===== src/rtl/dff_pipeline.sv =====
// -----------------------------------------------------------------------------
// dff_pipeline
//
// Elastic, bubble-collapsing register pipeline. This is a D flip-flop widened
// to WIDTH bits and DEPTH stages, with a handshake at both ends. It is the
// standard retiming and delay element between a producer and a consumer that
// share one clock.
//
// Handshake semantics (both ends): a transfer happens on a rising clk edge
// exactly when valid and ready are both high in the cycle before that edge.
// - A producer keeps data stable while valid is high and ready is low.
// - valid never waits on ready.
// - ready may depend combinationally on the far side. Here in_ready depends
//   on out_ready through a DEPTH-deep chain.
//
// Ports:
//   clk        clock; all state changes on posedge
//   rst_n      asynchronous active-low reset. It clears every valid bit and
//              loads RESET_VALUE into every data stage.
//   flush      synchronous clear of every valid bit. Data registers keep
//              their contents, and nothing is accepted in a flush cycle.
//   in_valid   producer presents in_data
//   in_ready   pipeline accepts in_data this cycle
//   in_data    input payload, WIDTH bits
//   out_valid  out_data holds a valid item
//   out_ready  consumer accepts out_data this cycle
//   out_data   output payload; this is the last stage register
//   occupancy  number of valid stages, 0..DEPTH
// -----------------------------------------------------------------------------
module dff_pipeline #(
  parameter int               WIDTH       = 8,
  parameter int               DEPTH       = 4,
  parameter logic [WIDTH-1:0] RESET_VALUE = '0
) (
  input  logic                       clk,
  input  logic                       rst_n,
  input  logic                       flush,
  input  logic                       in_valid,
  output logic                       in_ready,
  input  logic [WIDTH-1:0]           in_data,
  output logic                       out_valid,
  input  logic                       out_ready,
  output logic [WIDTH-1:0]           out_data,
  output logic [$clog2(DEPTH+1)-1:0] occupancy
);

  localparam int OCC_W = $clog2(DEPTH + 1);

  // Stage 0 is nearest the input and stage DEPTH-1 drives the output.
  logic [DEPTH-1:0] v;
  logic [DEPTH-1:0] move;
  logic [WIDTH-1:0] d [DEPTH];
  logic             accept;

  // An item leaves stage i when the stage ahead is empty or is itself
  // emptying this cycle. The chain is resolved from the output backwards.
  // This lets bubbles collapse: items close up behind a stalled head.
  always_comb begin
    move = '0;
    move[DEPTH-1] = v[DEPTH-1] & out_ready;
    for (int i = DEPTH - 2; i >= 0; i--) begin
      move[i] = v[i] & (~v[i+1] | move[i+1]);
    end
  end

  assign in_ready = ~flush & (~v[0] | move[0]);
  assign accept   = in_valid & in_ready;

  // Valid bits: flush outranks every move. A stage stays valid if it gets
  // a new item, or if it held one that did not leave.
  always_ff @(posedge clk or negedge rst_n) begin
    if (!rst_n) begin
      v <= '0;
    end else if (flush) begin
      v <= '0;
    end else begin
      v[0] <= accept | (v[0] & ~move[0]);
      for (int i = 1; i < DEPTH; i++) begin
        v[i] <= move[i-1] | (v[i] & ~move[i]);
      end
    end
  end

  // Data registers load only when an item arrives. Otherwise they hold.
  // They keep stale contents after a flush or after the stage drains, so
  // out_data keeps its last value while the pipeline is empty.
  always_ff @(posedge clk or negedge rst_n) begin
    if (!rst_n) begin
      for (int i = 0; i < DEPTH; i++) begin
        d[i] <= RESET_VALUE;
      end
    end else if (!flush) begin
      if (accept) begin
        d[0] <= in_data;
      end
      for (int i = 1; i < DEPTH; i++) begin
        if (move[i-1]) begin
          d[i] <= d[i-1];
        end
      end
    end
  end

  assign out_valid = v[DEPTH-1];
  assign out_data  = d[DEPTH-1];

  always_comb begin
    occupancy = OCC_W'($countones(v));
  end

endmodule


===== config.mk =====
export PLATFORM = sky130hd
export DESIGN_NAME = dff_pipeline
export DESIGN_NICKNAME = d
export VERILOG_FILES = /design/src/rtl/dff_pipeline.sv
export SDC_FILE = /design/constraint.sdc
export NUM_CORES = 1
export LEC_CHECK = 0
export CAP_MARGIN = 20
export CORE_ASPECT_RATIO = 1.5
export CORE_MARGIN = 2
export CORE_UTILIZATION = 46
export CTS_BUF_LIST = sky130_fd_sc_hd__clkbuf_8 sky130_fd_sc_hd__clkbuf_16
export DETAILED_ROUTE_END_ITERATION = 6
export GPL_TIMING_DRIVEN = 0
export PLACE_DENSITY = 0.74
export SYNTH_ARGS = -nofsm -noshare
export SYNTH_HDL_FRONTEND = slang
export SYNTH_SLANG_ARGS = --single-unit

===== constraint.sdc =====
create_clock -name clk -period 2.1 [get_ports clk]
set_input_delay 0.42 -clock clk [delete_from_list [all_inputs] [get_ports clk]]
set_output_delay 0.42 -clock clk [all_outputs]
set_load 0.01 [all_outputs]

Word-level counts from Yosys, hierarchy flattened
Cells that the tools add are included.
Cells by class
  $add $sub $neg: 3
  muxes and demuxes: 1
  bitwise operators: 27
  reduce and logical (&&, ||, !) cells: 4
Operator list (number)
  $and A1 B1 Y1: 10
  $not A1 Y1: 9
  $or A1 B1 Y1: 8
  $reduce_and A2 Y1: 4
  $add A1 B1 Y2: 2
  $mux W4: 1
  $add A2 B2 Y3: 1
Word-level totals
  output and inout port bits: 13
  register bits: 36
  logic and storage cells: 40

Depth between registers and ports, before layout
  depth after elaboration: 12
  mapped depth: 5
  depth with buffers taken out: 5

Least setup slack after synthesis
No wires, ideal clock.
  path type: reg-to-output
  from: register v[3]
  to: output occupancy[1]
  buffers on the path: 0
  slack: 184 ps
  stages on the path, launching flop included: 6
  arrival time: 1496 ps
  cell sequence: dfrtp_1 -> inv_1 -> fa_1 -> inv_1 -> ha_1 -> ha_1
Between the ends
  word-level cells in the longest chain between the ends: 2
Ends and longest elaborated chain
  start, declared: line 50  | logic [DEPTH-1:0] v;
  start signal, assigned by index: line 79  | v[i] <= move[i-1] | (v[i] & ~move[i]);
  $add A1 B1 Y2 (not written as such): line 108  | occupancy = OCC_W'($countones(v));
  $add A2 B2 Y3 (not written as such): line 108
  end, declared: line 44  | output logic [$clog2(DEPTH+1)-1:0] occupancy
Every way passes these cells.

Worst setup path after layout
Same ends and word-level chain as after synthesis.

==> results.md <==
* Unique masters post-synth at 19
* Share of layout cells above drive strength 1 at 0.460
* Measured slew at the worst slew-check pin at roughly 0.77 ns
* Number of synthesized register bits at 36
* Worst R2R Start: v[3]
* Inst Count DP at 169
* Register area share after synthesis at 0.583
* Initial Util at 0.485
* Max Fanout on Critical Path at 2
* Worst vdd ir at 0.665 mV
* Starting DRT DRC Count at 9
* Reg2reg end: d[19]
* Max Cap Violations at 0
* Synth top area cells: dfrtp_1 (58%), mux2_2 (17%), mux2_4 (7.8%), buf_4 (3.9%), ha_1 (1.6%)
* DRC errors left at 0
* IO Pins at 26
* Post-DP HPWL at approximately 1700 um
* R2R Setup Slk at 0.35 ns
* Syn Area/Cell at 14.7 um2
* Critical path class: flop to output pin
* CP cell instances: inv_2, fa_1, inv_2, ha_4, ha_4, buf_6
* RSZ-0062 raised after global routing: yes
* CP required at 1.68 ns
* Final TNS setup at -0.107 ns
* Crit-path slowest cell: fa_1
* Antenna diodes at 0
* EDFF count, synth at 0
* Num rows at 25
* Root Buffer: clkbuf_8
* # fillers at 269
* Critical Path Sink: occupancy[1]
* Vias at 858
* Top cells by count, synth: dfrtp_1 (36), mux2_2 (24), buf_4 (8), mux2_4 (8), nor2_1 (6)
* FF-to-FF path depth at 6
* Sequential cell area at 901 um2
* Peak Freq at approximately 460 MHz
* Layout area overhead at 28.2%
* Slew Limit Fails at 0
* CTS tree: yes
* Max_slew headroom at 0.485
* Clock Pin Slew Worst Setup and Hold Paths at 0.07 ns
* Util after Layout at 0.621
* Final period util at 1.05
* Post-synth top flop: dfrtp_1
* Die area at 3850 um2
* Largest net degree at the start of global routing at 37
* DIE WIDTH at slightly above 50 um
* Setup crit end kind: output pin
* Area leader, netlist: dfrtp_1
* Routed WL at 2210 um
* GR Overflow Total at 0
* Final setup margin at -0.0977 ns
* Worst Hold Class: primary input to asynchronous set/reset pin
* Synth top area share at 0.583
* Status: complete, but fails checks
* Crit path from: v[3]
* DR vias/cell at approximately 4.8
* Number of global-route vias before repair at 854
* Crit start category: flop
* Top delay family on crit path: adder cells
* Multi-input logic area at between 500 and 600 um2
* Fin cells at 179
* Leak at roughly 0.93 nW
* Skew-Pair Late Insertion Delay at 0.29 ns
* Syn Nets at 121
* Hold-fix buffer count after cts at 0
* Clock Sinks at 36
* Initial antenna violation count at 0
* Critical Path AT at 1.78 ns
* Crit. path cell count at 6
* CTS H-tree lvls at 2
* Synthesized area at 1550 um2
* Tot GR Track Use at 0.142
* Crit path time final at 2.20 ns
* Skew final at 0.00425 ns
* CTS Buffer Depth at 2
* # setup viols final at 2
* Worst Path Buf+Inv at 3
* Mapped Cells at 105
* TritonCTS buffer count at 5
* Failing checks: setup timing
* First-pass iteration count of the detailed router at 2
* YS warnings at 0
* Gpl congestion at 0.722
* PwrDens at approximately 1000 nW/um2
* Crit-path max cell delay at roughly 0.55 ns
* WL/cell at 12.3 um
* Nets at 154
* Core area at ~3200 um2
* DIE HEIGHT at 75.0 um
* PortBufs at 24
* DRT antenna net count at 0
* Async set-reset flop share out of synthesis at 1.00
* Final Hold Vio Count at 0
* Count leader, synth: dfrtp_1
* First-pass GRT wire length at 3850 um
-- through the flow --
stage	total power, mW	setup slack [ns]	cell area (um2)	hold slack, ns
after floorplan	1.29	0.184	1550	0.124
after global placement	1.47	-0.291	1840	0.487
after detailed placement	1.50	-0.357	1830	0.493
after CTS	2.10	-0.120	1980	0.221
after global routing	2.19	-0.165	1980	0.255
final	2.07	-0.0977	1980	0.205
-- final cells by class --
class	instances	area share
Buffer	13	0.0492
Clock buffer	5	0.0347
Clock inverter	3	0.0196
Inverter	5	0.00947
Multi-Input combinational cell	51	0.280
Sequential cell	36	0.455
Tap cell	40	0.0253
Timing Repair Buffer	26	0.128
-- logic make-up (layout without fill, tap and decap cells) --
logic type                 count (synthesis)  in the layout  share of synthesized area
and+or+nand+nor                           11             11                     0.0388
muxes                                     32             32                      0.252
adders and majority gates                  3              3                     0.0291
AOI/OAI and AO/OA                          5              5                     0.0218
DFF                                       36             36                      0.583
buffers and inverters                     18             52                     0.0752
-- layout by cell type, fill, tap and decap left out --
cell type and n:
mux2_4 8, clkinv_2 1, a211o_2 1, dlygate4sd2_1 1
clkbuf_8 5, bufinv_16 1, clkbuf_2 1, nor2b_1 1
a21oi_2 1, buf_4 10, mux2_2 24, inv_1 4
nor2_1 6, inv_2 2, buf_2 3, clkdlybuf4s50_1 19
dfrtp_1 36, and4b_1 1, or3b_1 1, fa_1 1
or3_1 1, nand2b_1 1, buf_6 5, a21oi_1 3
ha_4 2
-- state kept, by name (all words and copies together), names as in the netlist --
register  cells
d            24
out_data      8
v             4
-- worst min path at each step --
stage	endpoint	slack (ns)	cells after the start
2_1_floorplan	d[10]	0.12	0
3_3_place_gp	d[23]	0.49	1
3_5_place_dp	d[20]	0.49	1
4_1_cts	d[31]	0.22	1
5_1_grt	d[31]	0.26	1
6_report	d[18]	0.21	1
-- metal layers --
metal / GRT usage / vias up / share of wire
li1: - / 412 / -
met3: 0.0595 / 6 / 0.052
met5: 0 / - / 0
met4: 0.0789 / 0 / 0.023
met1: 0.155 / 422 / 0.40
met2: 0.235 / 18 / 0.53
-- power breakdown --
group / total [mW] / leakage [nW] / switching [mW] / internal (mW)
logic: 0.507 / 0.428 / 0.145 / 0.363
registers: 0.976 / 0.445 / 0.0927 / 0.883
clock network: 0.585 / 0.0593 / 0.238 / 0.347
-- repair_timing --
item / CTS / global route
cloned: 0 / 0
buffers inserted: 2 / 0
pin swaps: 0 / 0
resized for setup: 20 / 1
setup endpoints to repair: 4 / 3
Note: power is estimated with default switching activity, not from simulation.
